File: config.mk
export PLATFORM = sky130hd
export DESIGN_NAME = lsu_mem_master
export DESIGN_NICKNAME = d
export VERILOG_FILES = /design/src/rtl/lsu_mem_master.sv
export SDC_FILE = /design/constraint.sdc
export NUM_CORES = 1
export LEC_CHECK = 0
export BUFFER_PORTS_ARGS = -buffer_cell sky130_fd_sc_hd__buf_2
export CAP_MARGIN = 20
export CORE_MARGIN = 8
export CORE_UTILIZATION = 44
export CTS_BUF_LIST = sky130_fd_sc_hd__clkbuf_8
export DETAILED_ROUTE_END_ITERATION = 12
export HOLD_SLACK_MARGIN = 0.05
export PLACE_DENSITY = 0.76
export SYNTH_ARGS = -nofsm -noshare
export SYNTH_HDL_FRONTEND = slang
export SYNTH_SLANG_ARGS = --single-unit
export TNS_END_PERCENT = 50
File: constraint.sdc
create_clock -name clk -period 2.2 [get_ports clk]
set_input_delay 0.44 -clock clk [delete_from_list [all_inputs] [get_ports clk]]
set_output_delay 0.44 -clock clk [all_outputs]
set_load 0.02 [all_outputs]
File: src/rtl/lsu_mem_master.sv
// Single-outstanding load/store initiator: forms aligned address, lane mask and
// shifted store data, waits MEM_LAT for read data, and extends load results.
// Optional misalignment trap is compiled in with `define LSU_MISALIGN_CHK_EN.
module lsu_mem_master #(
    parameter int MEM_LAT = 1
) (
    input  logic        clk,
    input  logic        rst_n,
    input  logic        in_valid,
    output logic        in_ready,
    input  logic        in_load,
    input  logic        in_store,
    input  logic [2:0]  in_funct3,
    input  logic [31:0] in_addr,
    input  logic [31:0] in_wdata,
    output logic [31:0] mem_raddr,
    output logic [31:0] mem_waddr,
    output logic        mem_r_en,
    output logic        mem_w_en,
    output logic [7:0]  mem_wmask,
    output logic [31:0] mem_wdata,
    input  logic [31:0] mem_rdata,
    output logic        out_valid,
    input  logic        out_ready,
    output logic [31:0] out_rdata,
    output logic        out_err
);

    typedef enum logic [1:0] {S_IDLE, S_REQ, S_WAIT, S_RESP} state_t;

    state_t      state_reg;
    logic [1:0]  off_reg;
    logic [2:0]  funct3_reg;
    logic        load_reg;
    logic        misalign_reg;
    logic [2:0]  wait_cnt_reg;

    logic [1:0]  in_off;
    logic        op_store;
    logic        op_load;
    logic [7:0]  base_mask;
    logic [7:0]  lane_mask;
    logic [31:0] lane_wdata;
    logic        misalign;

    assign in_off = in_addr[1:0];

    // Request-side decode; a store wins when both load and store are flagged.
    always_comb begin
        op_store = in_store;
        op_load  = in_load & ~in_store;
        case (in_funct3)
            3'b000:  base_mask = 8'h01;
            3'b001:  base_mask = 8'h03;
            3'b010:  base_mask = 8'h0F;
            default: base_mask = 8'h00;
        endcase
        lane_mask  = (base_mask << in_off) & 8'h0F;
        lane_wdata = in_wdata << {in_off, 3'b000};
`ifdef LSU_MISALIGN_CHK_EN
        misalign = (in_load | in_store) &
                   (((in_funct3[1:0] == 2'b01) & in_off[0]) |
                    ((in_funct3 == 3'b010) & (in_off != 2'b00)));
`else
        misalign = 1'b0;
`endif
    end

    logic [31:0] rd_shifted;
    logic [31:0] load_ext;

    always_comb begin
        rd_shifted = mem_rdata >> {off_reg, 3'b000};
        case (funct3_reg)
            3'b000:  load_ext = {{24{rd_shifted[7]}}, rd_shifted[7:0]};
            3'b001:  load_ext = {{16{rd_shifted[15]}}, rd_shifted[15:0]};
            3'b010:  load_ext = rd_shifted;
            3'b100:  load_ext = {24'd0, rd_shifted[7:0]};
            3'b101:  load_ext = {16'd0, rd_shifted[15:0]};
            default: load_ext = 32'd0;
        endcase
    end

    always_ff @(posedge clk) begin
        if (!rst_n) begin
            state_reg    <= S_IDLE;
            in_ready     <= 1'b1;
            off_reg      <= 2'b00;
            funct3_reg   <= 3'b000;
            load_reg     <= 1'b0;
            misalign_reg <= 1'b0;
            wait_cnt_reg <= 3'd0;
            mem_raddr    <= 32'd0;
            mem_waddr    <= 32'd0;
            mem_r_en     <= 1'b0;
            mem_w_en     <= 1'b0;
            mem_wmask    <= 8'h00;
            mem_wdata    <= 32'd0;
            out_valid    <= 1'b0;
            out_rdata    <= 32'd0;
            out_err      <= 1'b0;
        end else begin
            case (state_reg)
                S_IDLE: begin
                    if (in_valid) begin
                        // Strobes are registered here so they appear exactly in the REQ cycle.
                        off_reg      <= in_off;
                        funct3_reg   <= in_funct3;
                        load_reg     <= op_load;
                        misalign_reg <= misalign;
                        mem_raddr    <= {in_addr[31:2], 2'b00};
                        mem_waddr    <= {in_addr[31:2], 2'b00};
                        mem_w_en     <= op_store & ~misalign;
                        mem_r_en     <= op_load & ~misalign;
                        mem_wmask    <= op_store ? lane_mask : 8'h00;
                        mem_wdata    <= op_store ? lane_wdata : 32'd0;
                        in_ready     <= 1'b0;
                        state_reg    <= S_REQ;
                    end
                end
                S_REQ: begin
                    mem_w_en <= 1'b0;
                    mem_r_en <= 1'b0;
                    if (load_reg && !misalign_reg) begin
                        wait_cnt_reg <= 3'(MEM_LAT - 1);
                        state_reg    <= S_WAIT;
                    end else begin
                        out_valid <= 1'b1;
                        out_err   <= misalign_reg;
                        out_rdata <= 32'd0;
                        state_reg <= S_RESP;
                    end
                end
                S_WAIT: begin
                    if (wait_cnt_reg == 3'd0) begin
                        out_rdata <= load_ext;
                        out_err   <= 1'b0;
                        out_valid <= 1'b1;
                        state_reg <= S_RESP;
                    end else begin
                        wait_cnt_reg <= wait_cnt_reg - 3'd1;
                    end
                end
                S_RESP: begin
                    if (out_ready) begin
                        out_valid <= 1'b0;
                        out_err   <= 1'b0;
                        out_rdata <= 32'd0;
                        in_ready  <= 1'b1;
                        state_reg <= S_IDLE;
                    end
                end
                default: begin
                    state_reg <= S_IDLE;
                    in_ready  <= 1'b1;
                end
            endcase
        end
    end

endmodule

Word-level counts from Yosys, hierarchy flattened
Index checks and enable logic that the tools add are counted.

Memory bits (writable): 0. Bits in read-only memories: 0. Bits in registers: 118. Bits in latches: 0. Memories kept: 0.

Bitwise gates (word level): 2. Reductions and logical operators: 14. Shift-type cells: 3. Mux-type cells: 30. Div/mod/pow operators: 0. Order comparisons: 0. Multipliers: 0. $add $sub $neg: 1. Equality and inequality tests: 15.

Operators by type and width (number): 32-bit case mux with 5 select lines (1); 32-bit two-way mux (4); 32-bit case mux with 3 select lines (1); 32-bit by 5-bit << shifter with 32-bit output (1); 32-bit by 5-bit >> shifter with 32-bit output (1); 2-bit != test (second input constant) (6); 4-bit case mux with 3 select lines (1); 1-bit two-way mux (10); 3-bit logical NOT (3); 3-bit AND reduction (3); 2-bit case mux with 4 select lines (1); 8-bit by 2-bit << shifter with 4-bit output (1); 3-bit by 1-bit == test with 1-bit output (second input constant) (2); 3-bit by 2-bit == test with 1-bit output (second input constant) (2); 3-bit == test (second input constant) (2); 2-bit two-way mux (3); 3-bit two-way mux (2); 1-bit case mux with 2 select lines (3); 1-bit case mux with 3 select lines (2); 3-bit case mux with 2 select lines (1); 2-bit nonzero test (3); 2-bit == test (second input constant) (2); 4-bit two-way mux (1); 2-bit AND reduction (2); other kinds (7) (7).

Longest topological paths before layout
Gate-level depths: netlist (run 1).

Depth after elaboration: 4. Mapped depth: 9. Gate-level depth less buffers: 7.

Least setup slack after synthesis (run 1)
OpenSTA, ideal clock, no wires.

Path kind: register -> register. From: reg state_reg[0]. To: reg out_rdata[21]. Slack: -26 ps. Period minus slack after synthesis: 2226 ps. Cell stages (with the launch flop): 10. Data arrival time: 2152 ps. Library setup time: 73 ps. Cells stage by stage: dfxtp_1 -> inv_1 -> ha_1 -> a21o_1 -> a221o_1 -> buf_6 -> or4_4 -> a31o_4 -> buf_6 -> o211ai_2.

Word-level cells in the longest chain between the ends: 3.

Ends and longest elaborated chain: from (decl) (RTL line 31) `state_t state_reg;`; from (signal assigned) (RTL line 86) `state_reg <= S_IDLE;`; from (signal assigned) (RTL line 118) `state_reg <= S_REQ;`; from (signal assigned) (RTL line 126) `state_reg <= S_WAIT;`; 2-bit == test or 2-bit by 1-bit == test with 1-bit output (tied branches) (RTL line 103) `case (state_reg)`; 2-bit != test (no line) or 3-bit nonzero test (tied branches); 4-bit AND reduction (no line); to (signal assigned) (RTL line 136) `out_rdata <= load_ext;`; to (decl) (RTL line 25) `output logic [31:0] out_rdata,`.

Parallel ways exist; a longest one is shown, timed or not. A chain may end at the register's enable or synchronous reset.

Final worst setup path (run 1)
From: reg state_reg[0]. To: reg out_rdata[11].

The elaborated chain is that of the path after synthesis.

==> results of run 1 <==
-- area by class of cell --
cell class	count	area (um^2)	area share
Multi-Input combinational cell	471	2793	0.3895
Inverter	8	30.03	0.004188
Sequential cell	113	2263	0.3157
Clock buffer	21	289.0	0.04031
Timing Repair Buffer	260	1423	0.1984
Tap cell	172	215.2	0.03002
Clock inverter	10	156.4	0.02181
-- Yosys cell counts, types with 3 or more instances --
| cell type | instances |
|---|---|
| nor2b_1 | 14 |
| a32oi_1 | 7 |
| nand2b_1 | 3 |
| mux2_2 | 10 |
| o211ai_1 | 6 |
| and2_1 | 3 |
| a22oi_1 | 37 |
| buf_1 | 8 |
| dfxtp_1 | 113 |
| o21ai_0 | 29 |
| and3_1 | 3 |
| a21oi_1 | 52 |
| a311oi_1 | 8 |
| nor2_1 | 47 |
| buf_2 | 10 |
| a211o_1 | 7 |
| inv_1 | 7 |
| clkbuf_1 | 31 |
| buf_4 | 40 |
| nand2_1 | 137 |
| a211oi_1 | 3 |
| ha_1 | 6 |
| mux2i_1 | 33 |
| nand3_1 | 17 |
| nand3_2 | 8 |
-- worst paths after layout --
path | endpoint | cells after the start | slack, ns
setup / recovery | out_rdata[11] | 9 | 0.13
hold reg to reg | mem_wmask[1] | 2 | 0.46
setup reg to reg | out_rdata[11] | 9 | 0.13
hold / removal | mem_raddr[4] | 3 | 0.24
-- cell families (layout without fill, tap and decap cells) --
logic type	count (synthesis)	count (layout)	share of synthesized area
xor+xnor	1	1	0.001580
flops	113	113	0.4081
buf+inv	99	299	0.09910
simple gates	245	245	0.1991
compound gates	166	167	0.1980
mux	43	43	0.07991
other cells	1	9	0.0006766
fa+ha+maj	6	6	0.01354
-- metal layers --
metal / part of all wire / track usage
met1: 0.40 / 0.2360
met2: 0.48 / 0.3435
met3: 0.11 / 0.09734
met4: 0.017 / 0.07203
met5: 0 / 0
-- power by group --
| part | total (mW) | switching [mW] | internal, mW |
|---|---|---|---|
| clock network | 2.17 | 0.826 | 1.34 |
| logic | 2.46 | 1.62 | 0.845 |
| registers | 2.50 | 0.194 | 2.31 |
-- worst max-delay path, stage by stage (launching register included) --
cell and delay, ns:
dfxtp_2 0.36, inv_1 0.08, ha_2 0.19, a21o_1 0.16, a221o_1 0.35, buf_8 0.21, nor2_1 0.14, buf_6 0.18
a21oi_1 0.05, a311oi_1 0.25
-- repair_timing --
item	4_1_cts	5_1_grt
resized for setup	0	8
setup endpoints to repair	0	24
setup buffers	0	0
-- per-stage QoR --
stage                     worst slack, ns  total power [mW]  instances  cell area (um^2)  hold slack [ns]
after floorplan                  0.002554             4.267        682              5578           0.4654
after global placement            0.08854             4.942       1023              6688           0.4395
after detailed placement          0.04817             4.965       1023              6688           0.4499
after CTS                         0.02948             7.143       1054              7133           0.2160
after global routing             0.005024             7.512       1055              7169           0.2207
final                              0.1294             7.134       1055              7169           0.2432
==> results.toml, run 1 <==
[run_status]
status = "finished clean"

[critical_path]
critPathLaunch = "state_reg[0]"
endpoint_kind = "register"
rr_startpoint = "state_reg[0]"
crit_arrival_ns = 2.39
timing_worst_setup_path_type = "reg2reg"
critPathLaunchType = "register"
required_ns = 2.52
cp_max_fo = 26

[sta]
post-route-period-util = 0.9412
final.setup.tns_ns = 0
max_freq_mhz = 482.9
post-route-min-period_ns = 2.071
finalSetupViolCount = 0
hold_viol = 0
slew_viol_final = 0
tightest_slew_ns = 0.6544
finClkSkew_ns = 0.007111
rsz0062_at_grt = "no"
slew_headroom = 0.5524

[global_route]
track_usage = 0.2103
grt_max_degree = 75
antenna_found_initial = 0
overflow = 0
grt_first_pass_wirelength_um = 27480
grt_pass1_vias = 5349

[power]
p_leak_nw = 3.387
pwr_density_cell_nw_per_um2 = 995.1
irDropWorstVdd_mv = 0.5867

[floorplan]
floorplan.initialDensity = 0.4446
core-area_um2 = 12470
io_pins = 246
die_area_um2 = 16440
num_rows = 41
fp.dieH_um = 128.2
die_w_um = 128.2

[placed_design]
dp_hpwl_um = 13780
place.gp.congestion = 0.8460
io_buffer_count = 236

[worst_hold_path]
hp-start = "in_addr[4]"
hold_class = "in2reg"

[clocking]
cts_hold_buf = 0
root_buffer = "clkbuf_8"
worstSkewPairLatency_ns = 0.43
clockBufferDepth = 2
cts_tree = "yes"
cts_sinks = 113
cts_buffers = 17
clk_pin_slew_ns = 0.07
htree_num_levels = 4

[routing]
vias = 5541
wl_um = 18260
drc = 0
drt_iter0_drc = 344
drt-wirelength-per-cell_um = 17.31
avgViaCountPerCell = 5.252
antenna_left = 0
first_pass_iters = 5

[synth]
synthFlopType = "dfxtp_1"
avgSynthCellArea_um2 = 8.224
synth_edf_count = 0
synth-seq-cells = 113
yosysTopAreaCellShare = 0.4081
syn_inst = 674
yosys-top-cells-area = "dfxtp_1 41%, nand2_1 9.3%, mux2i_1 6.0%, buf_4 5.4%, a22oi_1 5.0%"
synth_largest_area_cell = "dfxtp_1"
ys_seq_area_frac = 0.4081
ys_types = 55
synthesis.area_um2 = 5543
yosysWarnings = 0
async_flop_share = 0

[final_layout]
fin_util = 0.5751
syn2layout_area_growth_pct = 29.35
final_common_cell = "buf_2"
num_antenna_cells = 0
reg_top3 = "mem_wdata x32, out_rdata x32, mem_raddr x30"
fin_nets = 982
n_fill_cell = 1212
drive_gt1_frac = 0.3669
layout_common_cells = "236 x buf_2, 136 x nand2_1, 112 x dfxtp_1"

[run]
max_cap_viol_count = 0
Note: power is estimated with default switching activity, not from simulation.
==> inputs of run 2 (changes only) <==
--- a/config.mk
+++ b/config.mk
@@ -7,8 +7,10 @@
 export LEC_CHECK = 0
 export BUFFER_PORTS_ARGS = -buffer_cell sky130_fd_sc_hd__buf_2
 export CAP_MARGIN = 20
+export CELL_PAD_IN_SITES_DETAIL_PLACEMENT = 2
+export CELL_PAD_IN_SITES_GLOBAL_PLACEMENT = 2
 export CORE_MARGIN = 8
-export CORE_UTILIZATION = 44
+export CORE_UTILIZATION = 24
 export CTS_BUF_LIST = sky130_fd_sc_hd__clkbuf_8
 export DETAILED_ROUTE_END_ITERATION = 12
 export HOLD_SLACK_MARGIN = 0.05
==> results.toml, run 2 (same netlist as run 1, synthesis figures left out) <==
[run_status]
status = "finished clean"

[routing]
vias = 5684
first_pass_iters = 5
drc = 0
wl_um = 23660
antenna_left = 0
drt_iter0_drc = 219
avgViaCountPerCell = 4.833
drt-wirelength-per-cell_um = 20.11

[sta]
post-route-min-period_ns = 2.134
slew_viol_final = 0
tightest_slew_ns = 0.5473
finalSetupViolCount = 0
post-route-period-util = 0.9698
hold_slack_ns = 0.2372
slew_headroom = 0.6344
final.setup.tns_ns = 0
hold_viol = 0
finClkSkew_ns = 0.01464
max_freq_mhz = 468.7

[global_route]
grt_pass1_vias = 6169
overflow = 0
track_usage = 0.1624
grt_max_degree = 92
antenna_found_initial = 9
grt_first_pass_wirelength_um = 36140

[clocking]
htree_num_levels = 4
worstSkewPairLatency_ns = 0.44
root_buffer = "clkbuf_8"
cts_sinks = 113
clk_pin_slew_ns = 0.08
cts_tree = "yes"
clockBufferDepth = 2
cts_buffers = 17
cts_hold_buf = 0

[critical_path]
critPathLaunch = "off_reg[0]"
timing_worst_setup_path_type = "reg2reg"
required_ns = 2.52
rr_startpoint = "off_reg[0]"
crit_arrival_ns = 2.46
cp_max_fo = 8
endpoint_kind = "register"
critPathLaunchType = "register"

[power]
combPwrFrac = 0.359
p_seq_frac = 0.350
swShare = 0.3989
p_leak_nw = 3.377
internal_power_mw = 4.316
irDropWorstVdd_mv = 0.3173
clockPowerShare = 0.291
switchingPower_mw = 2.864
pwr_density_cell_nw_per_um2 = 983.1

[worst_hold_path]
hold_class = "in2reg"
hp-start = "in_addr[5]"

[final_layout]
syn2layout_area_growth_pct = 31.78
reg_top3 = "mem_wdata x32, out_rdata x32, mem_raddr x30"
final_common_cell = "buf_2"
regArea_um2 = 2263
multi_input_area_um2 = 2799
fin_nets = 987
layout_common_cells = "236 x buf_2, 136 x nand2_1, 112 x dfxtp_1"
drive_gt1_frac = 0.3690
n_fill_cell = 2682

[placed_design]
dp_hpwl_um = 18060
place.gp.congestion = 0.7761
io_buffer_count = 236

[floorplan]
io_pins = 246
die_w_um = 168.0
fp.dieH_um = 168.0
core-area_um2 = 22640
floorplan.initialDensity = 0.2448
num_rows = 55
die_area_um2 = 28210

[run]
max_cap_viol_count = 0
[run 2: final timing paths]
kind	cells past startpoint	slack (ns)	endpoint
worst max-delay path	5	0.07	out_rdata[15]
worst min-delay path	3	0.24	mem_raddr[5]
worst max register to register	5	0.07	out_rdata[15]
worst min register to register	2	0.45	mem_wmask[3]
[run 2: per-layer routing]
metal | GRT usage | vias to the layer above | wire length (um)
met5 | 0 | - | 76
met4 | 0.04231 | 14 | 271
met3 | 0.07063 | 33 | 1978
met2 | 0.2814 | 173 | 11630
met1 | 0.1790 | 2758 | 9702
li1 | - | 2706 | -
[run 2: timing repair]
action | CTS | global route
gates resized for setup | 5 | 3
endpoints found under the setup margin | 15 | 5
pin swaps | 0 | 1
cloned | 1 | 0
setup buffers | 2 | 1
[run 2: cell type report]
| cell class | count | area share |
|---|---|---|
| Inverter | 8 | 0.004111 |
| Multi-Input combinational cell | 471 | 0.3832 |
| Clock buffer | 18 | 0.03392 |
| Antenna cell | 2 | 0.0006852 |
| Sequential cell | 113 | 0.3099 |
| Clock inverter | 14 | 0.02295 |
| Timing Repair Buffer | 265 | 0.1965 |
| Tap cell | 285 | 0.04882 |
[run 2: worst max-delay path: stages (launching register included)]
cell      delay [ns]
dfxtp_1         0.39
nand2b_1        0.20
a21boi_1        0.16
mux2_2          0.32
or4_1           0.61
a311oi_1        0.35
[run 2: power groups by stage]
stage	logic (mW)	clock network (mW)	registers [mW]
floorplan	1.48	0	2.78
global placement	2.48	0	2.55
detailed placement	2.54	0	2.56
CTS	2.59	2.16	2.52
global route	2.82	2.25	2.55
finish	2.58	2.09	2.52
[run 2: per-stage QoR]
stage	worst slack [ns]	instances	power, mW	utilization	area (um^2)
4_1_cts	0.04628	1173	7.273	0.3215	7279
6_report	0.06644	1176	7.181	0.3226	7305
3_3_place_gp	0.05223	1138	5.034	0.3006	6807
3_5_place_dp	-0.02289	1138	5.102	0.3006	6807
5_1_grt	-0.03472	1175	7.615	0.3225	7302
2_1_floorplan	0.002554	682	4.267	-	5578
